### config.mk
export PLATFORM = sky130hd
export DESIGN_NAME = ascon_sequencer
export DESIGN_NICKNAME = d
export VERILOG_FILES = /design/src/rtl/ascon_sequencer.sv
export SDC_FILE = /design/constraint.sdc
export NUM_CORES = 1
export LEC_CHECK = 0
export ABC_AREA = 1
export CAP_MARGIN = 20
export CORE_MARGIN = 8
export CORE_UTILIZATION = 49
export CTS_BUF_LIST = sky130_fd_sc_hd__clkbuf_16
export CTS_CLUSTER_DIAMETER = 100
export CTS_CLUSTER_SIZE = 40
export DETAILED_ROUTE_END_ITERATION = 6
export MAX_ROUTING_LAYER = met4
export PLACE_DENSITY = 0.83
export SETUP_SLACK_MARGIN = 0.4
export SYNTH_ARGS = -nofsm -noshare
export SYNTH_HDL_FRONTEND = slang
export SYNTH_SLANG_ARGS = --single-unit
export TNS_END_PERCENT = 10
### constraint.sdc
create_clock -name clk -period 1.95 [get_ports clk]
set_input_delay 0.39 -clock clk [delete_from_list [all_inputs] [get_ports clk]]
set_output_delay 0.39 -clock clk [all_outputs]
set_load 0.05 [all_outputs]
### src/rtl/ascon_sequencer.sv
// Round/phase controller for the Ascon-128 core: one op per valid/ready handshake, registered outputs.
// Hash (ABSORB/SQUEEZE) support is compiled in only when ASCON_SEQ_HASH_EN is defined.
module ascon_sequencer #(
  parameter int ROUNDS_A    = 12,
  parameter int ROUNDS_B    = 6,
  parameter int AD_BLOCKS   = 4,
  parameter int PT_BLOCKS   = 4,
  parameter int HASH_BLOCKS = 4
) (
  input  logic       clk,
  input  logic       rst,
  input  logic       req_valid,
  input  logic [1:0] req_op,
  output logic       req_ready,
  input  logic       tag_match,
  output logic       core_enc,
  output logic       core_dec,
  output logic       core_hash,
  output logic       rnd_en,
  output logic [6:0] count,
  output logic [3:0] rnd_idx,
  output logic [1:0] blk_idx,
  output logic [2:0] phase,
  output logic       busy,
  output logic       done,
  output logic       auth_fail,
  output logic       err_illegal
);

  typedef enum logic [2:0] {
    S_IDLE    = 3'd0,
    S_INIT    = 3'd1,
    S_AD      = 3'd2,
    S_TEXT    = 3'd3,
    S_FINAL   = 3'd4,
    S_ABSORB  = 3'd5,
    S_SQUEEZE = 3'd6,
    S_DONE    = 3'd7
  } phase_t;

  localparam logic [3:0] RA_LAST = 4'(ROUNDS_A - 1);
  localparam logic [3:0] RB_LAST = 4'(ROUNDS_B - 1);
  localparam logic [1:0] AD_LAST = 2'(AD_BLOCKS - 1);
  localparam logic [1:0] PT_LAST = 2'(PT_BLOCKS - 2);
  localparam logic [1:0] HB_LAST = 2'(HASH_BLOCKS - 1);

  phase_t     r_state;
  logic       r_ready, r_busy, r_done, r_rnd_en;
  logic       r_enc, r_dec, r_hash;
  logic       r_auth_fail, r_err_illegal;
  logic [6:0] r_count;
  logic [3:0] r_rnd_idx;
  logic [1:0] r_blk_idx;

  logic       w_rnd_last;
  logic       w_blk_last;
  phase_t     w_next;

  // Decode the end of the current permutation/phase and where the sequence goes next.
  always_comb begin
    w_rnd_last = 1'b0;
    w_blk_last = 1'b0;
    w_next     = S_DONE;
    case (r_state)
      S_INIT: begin
        w_rnd_last = (r_rnd_idx == RA_LAST);
        w_blk_last = 1'b1;
        w_next     = r_hash ? S_ABSORB : S_AD;
      end
      S_AD: begin
        w_rnd_last = (r_rnd_idx == RB_LAST);
        w_blk_last = (r_blk_idx == AD_LAST);
        w_next     = (PT_BLOCKS > 1) ? S_TEXT : S_FINAL;
      end
      S_TEXT: begin
        w_rnd_last = (r_rnd_idx == RB_LAST);
        w_blk_last = (r_blk_idx == PT_LAST);
        w_next     = S_FINAL;
      end
      S_FINAL: begin
        w_rnd_last = (r_rnd_idx == RA_LAST);
        w_blk_last = 1'b1;
      end
      S_ABSORB: begin
        w_rnd_last = (r_rnd_idx == RA_LAST);
        w_blk_last = (r_blk_idx == HB_LAST);
        w_next     = S_SQUEEZE;
      end
      S_SQUEEZE: begin
        w_rnd_last = (r_rnd_idx == RA_LAST);
        w_blk_last = (r_blk_idx == 2'd2);
      end
      default: ;
    endcase
  end

  always_ff @(posedge clk) begin
    if (rst) begin
      r_state       <= S_IDLE;
      r_ready       <= 1'b1;
      r_busy        <= 1'b0;
      r_done        <= 1'b0;
      r_rnd_en      <= 1'b0;
      r_enc         <= 1'b0;
      r_dec         <= 1'b0;
      r_hash        <= 1'b0;
      r_auth_fail   <= 1'b0;
      r_err_illegal <= 1'b0;
      r_count       <= '0;
      r_rnd_idx     <= '0;
      r_blk_idx     <= '0;
    end else begin
      r_done <= 1'b0;
      case (r_state)
        S_IDLE: begin
          if (req_valid) begin
            r_ready       <= 1'b0;
            r_busy        <= 1'b1;
            r_auth_fail   <= 1'b0;
            r_err_illegal <= 1'b0;
            r_count       <= '0;
            r_rnd_idx     <= '0;
            r_blk_idx     <= '0;
            r_state       <= S_INIT;
            r_rnd_en      <= 1'b1;
            case (req_op)
              2'b00: r_enc <= 1'b1;
              2'b01: r_dec <= 1'b1;
`ifdef ASCON_SEQ_HASH_EN
              2'b10: r_hash <= 1'b1;
`endif
              default: begin
                r_state       <= S_DONE;
                r_rnd_en      <= 1'b0;
                r_done        <= 1'b1;
                r_err_illegal <= 1'b1;
              end
            endcase
          end
        end
        S_DONE: begin
          r_state     <= S_IDLE;
          r_ready     <= 1'b1;
          r_busy      <= 1'b0;
          r_auth_fail <= r_dec & ~tag_match;
          r_enc       <= 1'b0;
          r_dec       <= 1'b0;
          r_hash      <= 1'b0;
        end
        default: begin
          if (w_rnd_last && w_blk_last) begin
            r_rnd_idx <= '0;
            r_blk_idx <= '0;
            r_state   <= w_next;
            if (w_next == S_DONE) begin
              r_rnd_en <= 1'b0;
              r_done   <= 1'b1;
            end else begin
              r_count <= r_count + 7'd1;
            end
          end else if (w_rnd_last) begin
            r_rnd_idx <= '0;
            r_blk_idx <= r_blk_idx + 2'd1;
            r_count   <= r_count + 7'd1;
          end else begin
            r_rnd_idx <= r_rnd_idx + 4'd1;
            r_count   <= r_count + 7'd1;
          end
        end
      endcase
    end
  end

  assign req_ready   = r_ready;
  assign busy        = r_busy;
  assign done        = r_done;
  assign rnd_en      = r_rnd_en;
  assign core_enc    = r_enc;
  assign core_dec    = r_dec;
`ifdef ASCON_SEQ_HASH_EN
  assign core_hash   = r_hash;
`else
  assign core_hash   = 1'b0;
`endif
  assign auth_fail   = r_auth_fail;
  assign err_illegal = r_err_illegal;
  assign count       = r_count;
  assign rnd_idx     = r_rnd_idx;
  assign blk_idx     = r_blk_idx;
  assign phase       = r_state;

endmodule

Word-level counts from Yosys, hierarchy flattened
Cells that the tools add are included.
- bits in registers: 24
- input bits: 6
- output and inout bits: 25
- $add $sub $neg: 3
- equality and inequality tests: 17
- mux-type cells: 40
- bitwise gates (word level): 3
- reduce and logical (&&, ||, !) cells: 23
- operators by type and width (kind ; number):
    $mux W7 ; 3
    $pmux W1 S2 ; 8
    $eq A3 B3 Y1 const B ; 5
    $mux W1 ; 14
    $pmux W7 S2 ; 1
    $mux W4 ; 3
    $pmux W3 S4 ; 1
    $reduce_and A3 Y1 ; 4
    $reduce_or A2 Y1 ; 5
    $mux W3 ; 3
    $pmux W4 S2 ; 1
    $reduce_and A2 Y1 ; 4
    $add A7 B1 Y7 const B ; 1
    $eq A3 B2 Y1 const B ; 2
    $mux W2 ; 3
    $pmux W3 S2 ; 1
    $reduce_bool A2 Y1 ; 3
    $reduce_bool A3 Y1 ; 2
    $add A4 B1 Y4 const B ; 1
    $eq A2 B2 Y1 const B ; 2
    $eq A4 B3 Y1 const B ; 1
    $eq A4 B4 Y1 const B ; 1
    $ne A2 B1 Y1 const B ; 2
    $pmux W2 S2 ; 1
    13 further kinds ; 14

Depth between registers and ports, before layout
- depth in word-level cells: 6
- depth in mapped cells: 13
- depth with buffers taken out: 12

Worst setup path after synthesis
Ideal clock, no wire load.
- kind: flip-flop to flip-flop
- from: register r_state[0], in the netlist phase[0]
- to: register r_count[0], in the netlist count[0]
- setup time: 0.113 ns
- arrival: 1.693 ns
- slack: 0.143 ns
- stages on the path, launching flop included: 13
- path buffers: 1
- path through: dfxtp_1 buf_6 nand2_1 inv_1 nor2_1 nand2_1 nand2_2 nor2_4 nand3_4 nand2_4 inv_1 nor2_1 nor2_1
- cells in the longest elaborated chain, start to end: 6
- elaborated cells on any way between the ends: 24
- those cells by class: eq/ne: 10; mux: 5; bitwise: 1; reduce/logical: 8
- RTL lines (element ; RTL line ; text):
    start: declaration ; 47 ; phase_t r_state;
    start signal: assignment ; 154 ; r_state <= w_next;
    $eq A3 B3 Y1 (tied with other cells) ; 64 ; case (r_state)
    $reduce_or A4 Y1 (no source line) or $reduce_or A2 Y1 (tied branches) ; - ;
    $pmux W1 S2 or $pmux W1 S3 (tied branches) ; 64 ;
    $logic_and A1 B1 Y1 ; 151 ; if (w_rnd_last && w_blk_last) begin
    $ne A3 B2 Y1 (no source line) or $mux W7 (tied branches) ; - ;
    $reduce_and A3 Y1 (no source line) or $pmux W7 S2 (tied branches) ; - ;
    end signal: assignment ; 159 ; r_count <= r_count + 7'd1;
    end signal: assignment ; 164 ; r_count <= r_count + 7'd1;
    end signal: assignment ; 167 ; r_count <= r_count + 7'd1;
    end: declaration ; 51 ; logic [6:0] r_count;
Several ways; a longest one is shown, not always the timed one.
A chain may end at the register's enable or synchronous reset.

Worst setup path after layout
- from: register r_err_illegal, in the netlist err_illegal
- to: output err_illegal
- RTL lines (element ; RTL line ; text):
    start: declaration ; 50 ; logic r_auth_fail, r_err_illegal;
    start signal: assignment ; 108 ; r_err_illegal <= 1'b0;
    start signal: assignment ; 120 ; r_err_illegal <= 1'b0;
    start signal: assignment ; 136 ; r_err_illegal <= 1'b1;
    end: declaration ; 27 ; output logic err_illegal
No word-level cell between the ends.

==> flow_summary.toml <==
[run_status]
status = "complete, no violations"

[logic_synthesis]
ys_seq_area_share_pct = 36.16
post-synth-top-count-cell = "nand2_1"
synth-seq-cells = 24
ys_warn_count = 0
syn_area_um2 = 1329
synthDistinctLibCells = 29
syn_inst = 190
yosys-top-cells-count = "44 x nand2_1, 30 x nor2_1, 24 x dfxtp_1"
ys_async_sr_fraction_pct = 0
synth_top_area_share_pct = 36.16
syn-mean-instance-area_um2 = 6.994
synth_area_leaders = "dfxtp_1 36%, nand2_1 12%, nor2_1 8.5%, nand3_1 5.6%, a21oi_1 5.3%"
synth_edf_count = 0
synthFlopType = "dfxtp_1"
synth_nets = 198
synth_top_cell_by_area = "dfxtp_1"

[timing]
finalHoldViolCount = 0
final-setup-viol-count = 0
fin_crit_sh_pct = 91.43
clock-skew-final_ps = 3.595
slew_violations = 0
timing.fmax_mhz = 560.9
tightest_slew_ps = 517.0
tns_ps = 0
layout_min_cycle_time_ps = 1783
rsz0062_at_grt = "yes"
slew-limit-headroom_pct = 65.48

[critical_path]
cp-start-kind = "register"
reg2regPathDepth = 6
path_cells = "clkdlybuf4s50_1"
crit_required_ps = 1560
r2r_slack_ps = 410
cp_slowest_cell = "clkdlybuf4s50_1"
path_class = "reg -> out"
timing.rr.start = "phase[2]$_SDFFE_PP0P_"
cp.depth = 1
reg2reg_to = "rnd_idx[1]$_SDFFE_PP0P_"
crit_path_end_kind = "primary output"
crit_end = "err_illegal"
cp_max_fo = 2
startpoint = "err_illegal$_SDFFE_PP0P_"
critPathArrivalTime_ps = 1390
path_delay_family = "buffers and inverters"
cp_num_buf_inv = 1
slowest_delay_ps = 800

[finish]
diodes = 0
syn_to_final_growth_pct = 28.91
layout.cells.non_filler = 249
drive_gt1_share_pct = 18.81
nets = 227

[flow_run]
cap_violations = 0

[clock_tree]
h-tree-depth = 1
cts_root_buf = "clkbuf_16"
path_clk_slew_ps = 60
clock_sinks = 24
cts_hold_buf = 0
cts_tree = "done"
cts_buffers = 3
clkLatencyLatePin_ps = 260
cts_buffer_depth = 2

[grt]
grt_pass1_wl_mm = 5.568
antenna_found_initial = 0
grt_pass1_vias = 1275
gr-total-overflow = 0
grt_util_all_layers_pct = 15.21
grt_max_degree = 15

[die]
dieHeight_um = 68.08
dieArea_um2 = 4634
ios = 31
initial_core_util_pct = 49.91
die_w_um = 68.08
design.core.area_um2 = 2663
rows = 19

[route]
wl_per_cell_um = 12.63
ant_nets = 0
num_vias = 1299
drt-total-wl_mm = 3.145
first_pass_iters = 4
drt_iter0_markers = 60
drc_errors = 0
via_per_inst = 5.217

[placed_design]
io_buffers = 29
dp_cells = 245
dp_hpwl_mm = 2.354
globalplace.congestion = 0.8755

[power_and_ir_drop]
ir_worst_vdd_uv = 846.5
p_per_area_nw_per_um2 = 1215
p_leak_nw = 0.8312

[worst_hold_path]
holdPathStages = 2
hp-class = "reg -> reg"
per-layer routing:
metal	global-route usage, %	vias to the layer above	part of all wire (%)
met5	-	-	0
met3	2.128	4	5.0
met2	24.38	35	47
li1	-	669	-
met1	19.23	591	47
met4	4.859	0	0.86
timing repair:
action	in CTS	in global routing
endpoints found under the setup margin	12	30
gates cloned	0	0
gates resized for setup	4	3
buffers inserted	0	0
how the worst min path moves through the flow:
| stage | slack (ps) | startpoint | end |
|---|---|---|---|
| 6_report | 460 | req_ready$_SDFFE_PP1P_ | req_ready$_SDFFE_PP1P_ |
| 5_1_grt | 500 | busy$_SDFFE_PP0P_ | busy$_SDFFE_PP0P_ |
| 4_1_cts | 460 | req_ready$_SDFFE_PP1P_ | req_ready$_SDFFE_PP1P_ |
| 3_5_place_dp | 440 | req_ready$_SDFFE_PP1P_ | req_ready$_SDFFE_PP1P_ |
| 3_3_place_gp | 440 | req_ready$_SDFFE_PP1P_ | req_ready$_SDFFE_PP1P_ |
| 2_1_floorplan | 490 | req_op[0] | core_enc$_SDFFE_PP0P_ |
registers in the layout (all words and copies together), names as in the netlist:
register     cells
auth_fail        1
err_illegal      1
core_enc         1
done             1
busy             1
rnd_en           1
phase            3
rnd_idx          4
req_ready        1
count            7
blk_idx          2
core_dec         1
final cells by class:
class | count | area (µm²)
tap | 31 | 38.79
timing repair buffer | 31 | 277.8
inverter | 19 | 71.32
multi-input combinational | 140 | 726.9
sequential | 24 | 493.0
clock buffer | 3 | 75.07
fill | 249 | 949.7
clock inverter | 1 | 30.03
power breakdown:
part / internal [mW] / leakage [nW] / total [mW] / switching [mW]
Sequential: 0.569 / 0.199 / 0.660 / 0.0912
Combinational: 0.260 / 0.581 / 0.840 / 0.580
Clock: 0.408 / 0.0511 / 0.580 / 0.172
Total: 1.24 / 0.831 / 2.08 / 0.844
through the flow:
step	total power [mW]	util [%]	setup WS (ps)	cell area, µm²	hold slack (ps)
detailed placement	1.519	60.29	201.0	1605	443.8
global placement	1.505	60.29	258.1	1605	442.7
global route	2.202	64.33	135.1	1713	498.6
floorplan	1.302	-	410.3	1341	487.0
CTS	2.092	64.05	135.3	1705	460.5
finish	2.080	64.33	167.0	1713	457.0
placed cells by master (no fill, tap or decap):
master	count
nand2_1	44
nor2_1	30
inv_1	17
dfxtp_1	16
nand3_1	15
a21oi_1	14
buf_4	14
clkdlybuf4s50_1	10
dfxtp_2	7
xor2_1	6
o21ai_0	5
nand4_1	4
nand2_2	4
dlygate4sd2_1	4
clkbuf_16	3
dlymetal6s2s_1	3
nand2_4	2
nand3_2	2
inv_2	2
xnor2_1	2
ha_1	2
nor2_2	1
o41ai_1	1
nand3b_1	1
nor2_4	1
o21ai_1	1
nand3_4	1
nor3_2	1
o31ai_2	1
o32ai_1	1
conb_1	1
bufinv_16	1
dfxtp_4	1
worst register-to-register path: stages (launching register included):
cell and delay (ps):
dfxtp_2 420, nand3_2 260, nand2_1 220, inv_2 150, o21ai_1 170, nand2_1 140, nor3_2 110
kinds of logic after synthesis:
family,Yosys count,synth area share [%]
flip-flops,24,36.16
AO/OA/AOI/OAI,23,9.792
adder cells (fa/ha/maj),2,1.883
other,1,0.2822
AND/OR/NAND/NOR,106,37.48
buffers and inverters,26,9.133
XOR/XNOR,8,5.273
No activity file was read; power rests on OpenSTA's default activity.
